--- config.mk ---
export PLATFORM = sky130hd
export DESIGN_NAME = ifetch_stage
export DESIGN_NICKNAME = d
export VERILOG_FILES = /design/src/rtl/ifetch_stage.sv
export SDC_FILE = /design/constraint.sdc
export NUM_CORES = 1
export LEC_CHECK = 0
export BUFFER_PORTS_ARGS = -buffer_cell sky130_fd_sc_hd__buf_2
export CAP_MARGIN = 0
export CORE_MARGIN = 3
export CORE_UTILIZATION = 38
export DETAILED_ROUTE_END_ITERATION = 16
export SYNTH_ARGS = -nofsm -noshare
export SYNTH_HDL_FRONTEND = slang
export SYNTH_SLANG_ARGS = --single-unit
--- constraint.sdc ---
create_clock -name clk -period 10.9 [get_ports clk]
set_input_delay 0.545 -clock clk [delete_from_list [all_inputs] [get_ports clk]]
set_output_delay 0.545 -clock clk [all_outputs]
set_load 0.02 [all_outputs]
--- src/rtl/ifetch_stage.sv ---
// Instruction fetch stage: owns the fetch PC, issues single-outstanding
// requests to instruction memory, buffers returned instructions in a small
// FIFO and presents the head (or a NOP bubble) to decode every cycle.
// Redirects from writeback flush the buffer and discard a stale response.
module ifetch_stage #(
   parameter logic [31:0] RESET_PC  = 32'h0000_0000,
   parameter int          DEPTH     = 2,
   parameter logic [31:0] NOP_INSTR = 32'hE1A0_0000
) (
   input  logic        clk,
   input  logic        reset,
   input  logic        stall,
   input  logic        PCSrcW,
   input  logic [31:0] ResultW,
   output logic        imem_req,
   output logic [31:0] imem_addr,
   input  logic        imem_gnt,
   input  logic        imem_rvalid,
   input  logic [31:0] imem_rdata,
   output logic [31:0] InstrF,
   output logic [31:0] PCPlus8,
   output logic        validF
);

   localparam int PTR_W = (DEPTH > 1) ? $clog2(DEPTH) : 1;
   localparam int CNT_W = PTR_W + 1;
   localparam logic [CNT_W:0] DEPTH_C = (CNT_W + 1)'(DEPTH);

   typedef enum logic [1:0] {
      IDLE     = 2'd0,
      WAIT_RSP = 2'd1,
      DROP_RSP = 2'd2
   } state_t;

   state_t             state;
   state_t             state_next;

   logic [31:0]        fetch_pc;
   logic [31:0]        issue_pc;
   logic [31:0]        instr_buf [DEPTH];
   logic [31:0]        pc_buf    [DEPTH];
   logic [PTR_W-1:0]   rd_ptr;
   logic [PTR_W-1:0]   wr_ptr;
   logic [CNT_W-1:0]   count;
   logic [CNT_W:0]     count_after;
   logic               empty;
   logic               pop;
   logic               push;
   logic               issue;

   // Buffer head presentation and the pop/push/occupancy bookkeeping.
   always_comb begin
      empty       = (count == '0);
      validF      = ~empty;
      InstrF      = empty ? NOP_INSTR : instr_buf[rd_ptr];
      PCPlus8     = (empty ? fetch_pc : pc_buf[rd_ptr]) + 32'd8;
      pop         = validF & ~stall & ~PCSrcW;
      // Only a response we still want is pushed; a redirect kills it.
      push        = (state == WAIT_RSP) & imem_rvalid & ~PCSrcW;
      count_after = {1'b0, count} - (CNT_W + 1)'(pop) + (CNT_W + 1)'(push);
   end

   // FSM state register.
   always_ff @(posedge clk) begin
      if (reset) state <= IDLE;
      else       state <= state_next;
   end

   // FSM next-state: track whether the outstanding response is kept or dropped.
   always_comb begin
      state_next = state;
      case (state)
         IDLE: begin
            // A stray rvalid here is ignored.
            if (issue) state_next = WAIT_RSP;
         end
         WAIT_RSP: begin
            if (PCSrcW)           state_next = imem_rvalid ? IDLE : DROP_RSP;
            else if (imem_rvalid) state_next = issue ? WAIT_RSP : IDLE;
         end
         DROP_RSP: begin
            if (imem_rvalid) state_next = IDLE;
         end
         default: state_next = IDLE;
      endcase
   end

   // FSM outputs: request when there will be room and nothing else is pending.
   always_comb begin
      imem_req  = ~reset & ~PCSrcW & (count_after < DEPTH_C) &
                  ((state == IDLE) | ((state == WAIT_RSP) & imem_rvalid));
      imem_addr = fetch_pc;
      issue     = imem_req & imem_gnt;
   end

   // Fetch PC: redirect target wins, otherwise advance on each accepted request.
   always_ff @(posedge clk) begin
      if (reset)       fetch_pc <= RESET_PC;
      else if (PCSrcW) fetch_pc <= ResultW & 32'hFFFF_FFFC;
      else if (issue)  fetch_pc <= fetch_pc + 32'd4;
   end

   // PC of the request in flight, paired with its response on push.
   always_ff @(posedge clk) begin
      if (issue) issue_pc <= fetch_pc;
   end

   // Buffer pointers and occupancy; redirect flush beats pop and push.
   always_ff @(posedge clk) begin
      if (reset || PCSrcW) begin
         rd_ptr <= '0;
         wr_ptr <= '0;
         count  <= '0;
      end else begin
         if (push) wr_ptr <= wr_ptr + PTR_W'(1);
         if (pop)  rd_ptr <= rd_ptr + PTR_W'(1);
         count <= count_after[CNT_W-1:0];
      end
   end

   // Buffer storage of {instr, pc} pairs.
   always_ff @(posedge clk) begin
      if (push) begin
         instr_buf[wr_ptr] <= imem_rdata;
         pc_buf[wr_ptr]    <= issue_pc;
      end
   end

endmodule

* After elaboration in Yosys (flattened, before gate mapping)
Memory sizes are Yosys's and may differ from the RTL's. A register that Yosys moved wholly into a read port is not among the register bits. Index checks and enable logic that the tools add are counted.
Cells by class: $add $sub $neg 6, eq/ne operators 5, multiplexer cells 17, $lt $le $gt $ge 1, bitwise operators 13, reductions and logical operators 6
Operators by type and width (number):
- two-way mux 32 bit | 4
- adder 32 x 3 -> 32 bit (second input constant) | 1
- adder 32 x 4 -> 32 bit (second input constant) | 1
- two-way mux 2 bit | 5
- AND 1 bit | 8
- two-way mux 1 bit | 7
- one-hot mux 2 bit (3 select lines) | 1
- logical NOT 2 bit | 2
- != test 2 bit (second input constant) | 2
- NOT 1 bit | 4
- adder 3 x 1 -> 3 bit | 1
- < comparator 3 x 2 -> 1 bit (second input constant) | 1
- != test 3 bit (second input constant) | 1
- AND reduction 3 bit | 1
- subtractor 2 x 1 -> 3 bit | 1
- adder 1 bit (second input constant) | 2
- equality test 2 x 1 -> 1 bit (second input constant) | 1
- equality test 2 bit (second input constant) | 1
- nonzero test 2 bit | 1
- OR reduction 2 bit | 1
- logical OR 1 bit | 1
- OR 1 bit | 1
Storage, ports and cells: bits of input ports 70, memories kept 2, bits in registers 70, output and inout port bits 98, memory bits (writable) 128
Memory list:
- instr_buf | depth 2, width 32, read ports 1, clocked after memory_dff 1, wr ports 1, line 40 | logic [31:0] instr_buf [DEPTH];
- pc_buf | depth 2, width 32, read ports 1, clocked after memory_dff 1, wr ports 1, line 41 | logic [31:0] pc_buf [DEPTH];

* Logic depth before layout (Yosys ltp)
depth after elaboration 14, mapped depth 15

* Least setup slack after synthesis
No wires, ideal clock.
kind input to register, from input PCSrcW, to register fetch_pc[14] (netlist: imem_addr[14]), data arrival time 4.065 ns, cell stages on the path 14, path buffers 2, setup slack 6.761 ns, setup time 0.074 ns, cell sequence clkbuf_1 -> nor2_1 -> nand3_1 -> ha_1 -> inv_1 -> ha_1 -> fa_1 -> nor4_1 -> nand4_1 -> inv_1 -> clkbuf_1 -> nand2_1 -> or3_1 -> a31oi_1
On the way: word-level cells in the longest chain between the ends 9
RTL lines:
- from (decl) | line 13 | input logic PCSrcW,
- NOT 1 bit (*) | line 57, 59
- AND 1 bit | line 57 | pop = validF & ~stall & ~PCSrcW;
- subtractor 2 x 1 -> 3 bit | line 60 | count_after = {1'b0, count} - (CNT_W + 1)'(pop) + (CNT_W + 1)'(push);
- adder 3 x 1 -> 3 bit (*) | line 60
- net count_after[1] | line 45 | logic [CNT_W:0] count_after;
- < comparator 3 x 2 -> 1 bit (*) | line 90 | imem_req = ~reset & ~PCSrcW & (count_after < DEPTH_C) &
- AND 1 bit (*) (2 in series) | line 90
- AND 1 bit (*) | line 93 | issue = imem_req & imem_gnt;
- net issue | line 49 | logic issue;
- nonzero test 2 bit (no line) (*)
- to (signal assigned) | line 99 | else if (PCSrcW) fetch_pc <= ResultW & 32'hFFFF_FFFC;
- to (signal assigned) | line 100 | else if (issue) fetch_pc <= fetch_pc + 32'd4;
- to (decl) | line 38 | logic [31:0] fetch_pc;
The timed path passes the listed nets; every way through them passes the cells marked *. A chain may end at the register's enable or synchronous reset.

* Worst setup path in the final report
from input PCSrcW, to register fetch_pc[2] (netlist: imem_addr[2])
On the way: word-level cells in the longest chain between the ends 9
RTL lines (line):
- NOT 1 bit (*) | 57, 59
- AND 1 bit | 57
- subtractor 2 x 1 -> 3 bit | 60
- adder 3 x 1 -> 3 bit (*) | 60
- net count_after[1] | 45
- < comparator 3 x 2 -> 1 bit (*) | 90
- AND 1 bit (*) (2 in series) | 90
- AND 1 bit (*) | 93
- nonzero test 2 bit (no line) (*)
Marked as above.

==> impl_metrics.toml <==
[timing]
rsz0062_at_grt = "false"
worst_slew_pin_slew_ns = 0.9336
period_needed_ns = 4.361
hold_violations = 0
maxSlewHeadroom = 0.3776
setup_viol = 0
timing.final.crit_share = 0.4001
max_freq_ghz = 0.2293
drv_slew = 0
finalSetupTns_ns = 0
timing.final.ws_setup_ns = 6.539
skew_ns = 0.009166

[setup_path]
crit_path_start = "PCSrcW"
cp_max_fo = 47
ff2ff_setup_slack_ns = 6.69
critPathKind = "in -> reg"
r2r_end = "imem_addr[2]$_SDFFE_PP0P_"
setup.worst_path.end_class = "flop"
required_ns = 11.18
critPathLaunchType = "input port"
r2r_cells = 16
critPathArrivalTime_ns = 4.64
timing.rr.start = "count[1]$_SDFF_PP0_"

[route]
postRouteAntennaNets = 0
drc = 0
viasPerCell = 5.154
wire_per_inst_um = 18.62
drt_iter0_markers = 369
drt_wl_total_um = 20370
vias = 5638
dr.pass1.iters = 4

[yosys]
synth-async-reset-ratio = 0
synthesis.instances = 646
synthDistinctLibCells = 51
synth_ff_type = "edfxtp_1"
synth_warnings = 0
syn_area_per_cell_sq_um = 13.12
synth_edf_count = 154
yosysSeqAreaShare = 0.6330
ys_ff_latch = 191
synth_area_sq_um = 8476

[die]
die_h_um = 155.3
io_pins = 168
chipWidth_um = 155.3
die_area_sq_um = 24130
start_util = 0.3872
core_sq_um = 21890
rows = 54

[global_route]
grt-ovfl-total = 0
antenna_found_initial = 3
grt_pass1_vias = 5632
grt.total_usage = 0.1680
grt_pass1_wl_um = 31590
grt_max_degree = 56

[outcome]
outcome = "complete, no violations"

[job]
max-cap-violations = 0

[clock_tree]
cts_hold_buf = 0
cts_root_buffer = "clkbuf_16"
cts_tree = "done"
ctsHtreeMaxLevel = 4
insertion_delay_ns = 0.42
post_cts_buffers = 0
cts_resized = 0
clock_sinks = 191
numCtsBuffers = 17
clock_path_buffers = 2
clkTransAtPathRegs_ns = 0.07

[power_and_ir_drop]
p_leak_uw = 0.003581
vdd_drop_max_mv = 0.1027
p_per_area_nw_per_um2 = 153.4

[worst_hold_path]
whs_path_depth = 2
min_path_type = "in -> reg"
worstHoldEndpoint = "state[1]$_SDFFE_PP0P_"
hold_start = "imem_rvalid"

[placed_design]
place.gp.congestion = 0.7763
dpl_worst_slack_ns = 6.093
port_buffers = 161
hpwlAfterDp_um = 13440

[layout]
layout_common_cells = "buf_2, edfxtp_1, mux2i_1, nor2_1, dfxtp_1"
drive_above_1_share = 0.2940
fin_nets = 875
areaGrowthSynthToFinish_pct = 19.57
fillerInstances = 2069
final_common_cell = "buf_2"
where the power goes:
part | switching [uW] | internal, uW | leakage, uW
clock network | 277 | 367 | 0.000291
registers | 16.9 | 798 | 0.00170
logic | 61.8 | 34.7 | 0.00159
cell type report:
| class | count | area, sq um | area share |
|---|---|---|---|
| Clock buffer | 18 | 429.2 | 0.04235 |
| Tap cell | 280 | 350.3 | 0.03457 |
| Multi-Input combinational cell | 412 | 2899 | 0.2860 |
| Inverter | 10 | 42.54 | 0.004198 |
| Clock inverter | 14 | 183.9 | 0.01815 |
| Sequential cell | 191 | 5369 | 0.5298 |
| Antenna cell | 1 | 2.502 | 0.0002469 |
| Timing Repair Buffer | 168 | 858.3 | 0.08469 |
routing by layer:
layer  up-vias  part of all wire  wire length, um  global-route usage
met5         -            0.0013               26                   0
met4         6             0.010              210             0.03877
met3        16             0.070             1425             0.04979
met2       176              0.47             9505              0.2678
met1      2721              0.45             9202              0.2276
li1       2719                 -                -                   -
synth_stat cells, types with 4 or more instances:
cell type | n | area (sq um)
a32oi_1 | 7 | 61.31
buf_4 | 7 | 52.55
a21oi_1 | 33 | 165.2
nor3_1 | 23 | 115.1
nor2b_1 | 6 | 37.54
and3_1 | 5 | 31.28
nand3_1 | 14 | 70.07
mux2_1 | 7 | 78.83
edfxtp_1 | 154 | 4624
o21ai_0 | 23 | 115.1
xnor2_1 | 26 | 227.7
or3_1 | 7 | 43.79
clkbuf_1 | 17 | 63.81
nor4_1 | 4 | 25.02
a31oi_1 | 12 | 75.07
inv_1 | 9 | 33.78
dfxtp_1 | 37 | 740.7
buf_1 | 7 | 26.28
nor2_1 | 64 | 240.2
nand2_1 | 33 | 123.9
nand2b_1 | 4 | 25.02
ha_1 | 4 | 50.05
nand4_1 | 6 | 37.54
xor2_1 | 8 | 70.07
nor4_2 | 4 | 50.05
mux2_2 | 21 | 236.5
a221oi_1 | 4 | 35.03
mux2i_1 | 65 | 650.6
stage by stage:
stage / power, uW / util / hold slack (ns) / area [sq um] / cells
2_1_floorplan: 884.8 / - / 0.4215 / 8487 / 649
3_3_place_gp: 926.4 / 0.4348 / 0.4224 / 9519 / 1061
3_5_place_dp: 928.4 / 0.4348 / 0.4308 / 9519 / 1061
4_1_cts: 1575 / 0.4628 / 0.2891 / 10130 / 1093
5_1_grt: 1616 / 0.4628 / 0.2858 / 10130 / 1093
6_report: 1555 / 0.4630 / 0.3125 / 10130 / 1094
worst max-delay path, stage by stage:
cell and delay (ns):
buf_2 0.68, nor2_1 0.07, nand3_1 0.28, ha_1 0.29, inv_1 0.05, ha_1 0.15, fa_1 0.44, nor4_1 0.26
nand4_1 0.13, buf_4 0.27, inv_1 0.09, buf_4 0.52, nor2_1 0.22, buf_4 0.27, a221oi_1 0.25, nor2_1 0.06
how the worst max path moves through the flow:
stage / to / cells after the start
3_3_place_gp: imem_addr[2]$_SDFFE_PP0P_ / 16
6_report: imem_addr[2]$_SDFFE_PP0P_ / 16
5_1_grt: imem_addr[28]$_SDFFE_PP0P_ / 16
2_1_floorplan: imem_addr[14]$_SDFFE_PP0P_ / 14
4_1_cts: PCPlus8[25] / 11
3_5_place_dp: imem_addr[2]$_SDFFE_PP0P_ / 16
registers in the layout, indices dropped and copies added (netlist names), named ones only:
signal     cells
instr_buf     64
wr_ptr         1
count          2
imem_addr     30
pc_buf        60
rd_ptr         1
state          2
issue_pc      30
cell families after synthesis:
kind of cell    count (synthesis)  share of synthesized area
compound gates                 82                    0.05610
xor+xnor                       34                    0.03513
fa+ha+maj                       5                   0.008267
buf+inv                        46                    0.02805
flops                         191                     0.6330
mux                            95                     0.1172
other cells                     1                  0.0004424
simple gates                  192                     0.1218
(Power assumes the default switching activity.)
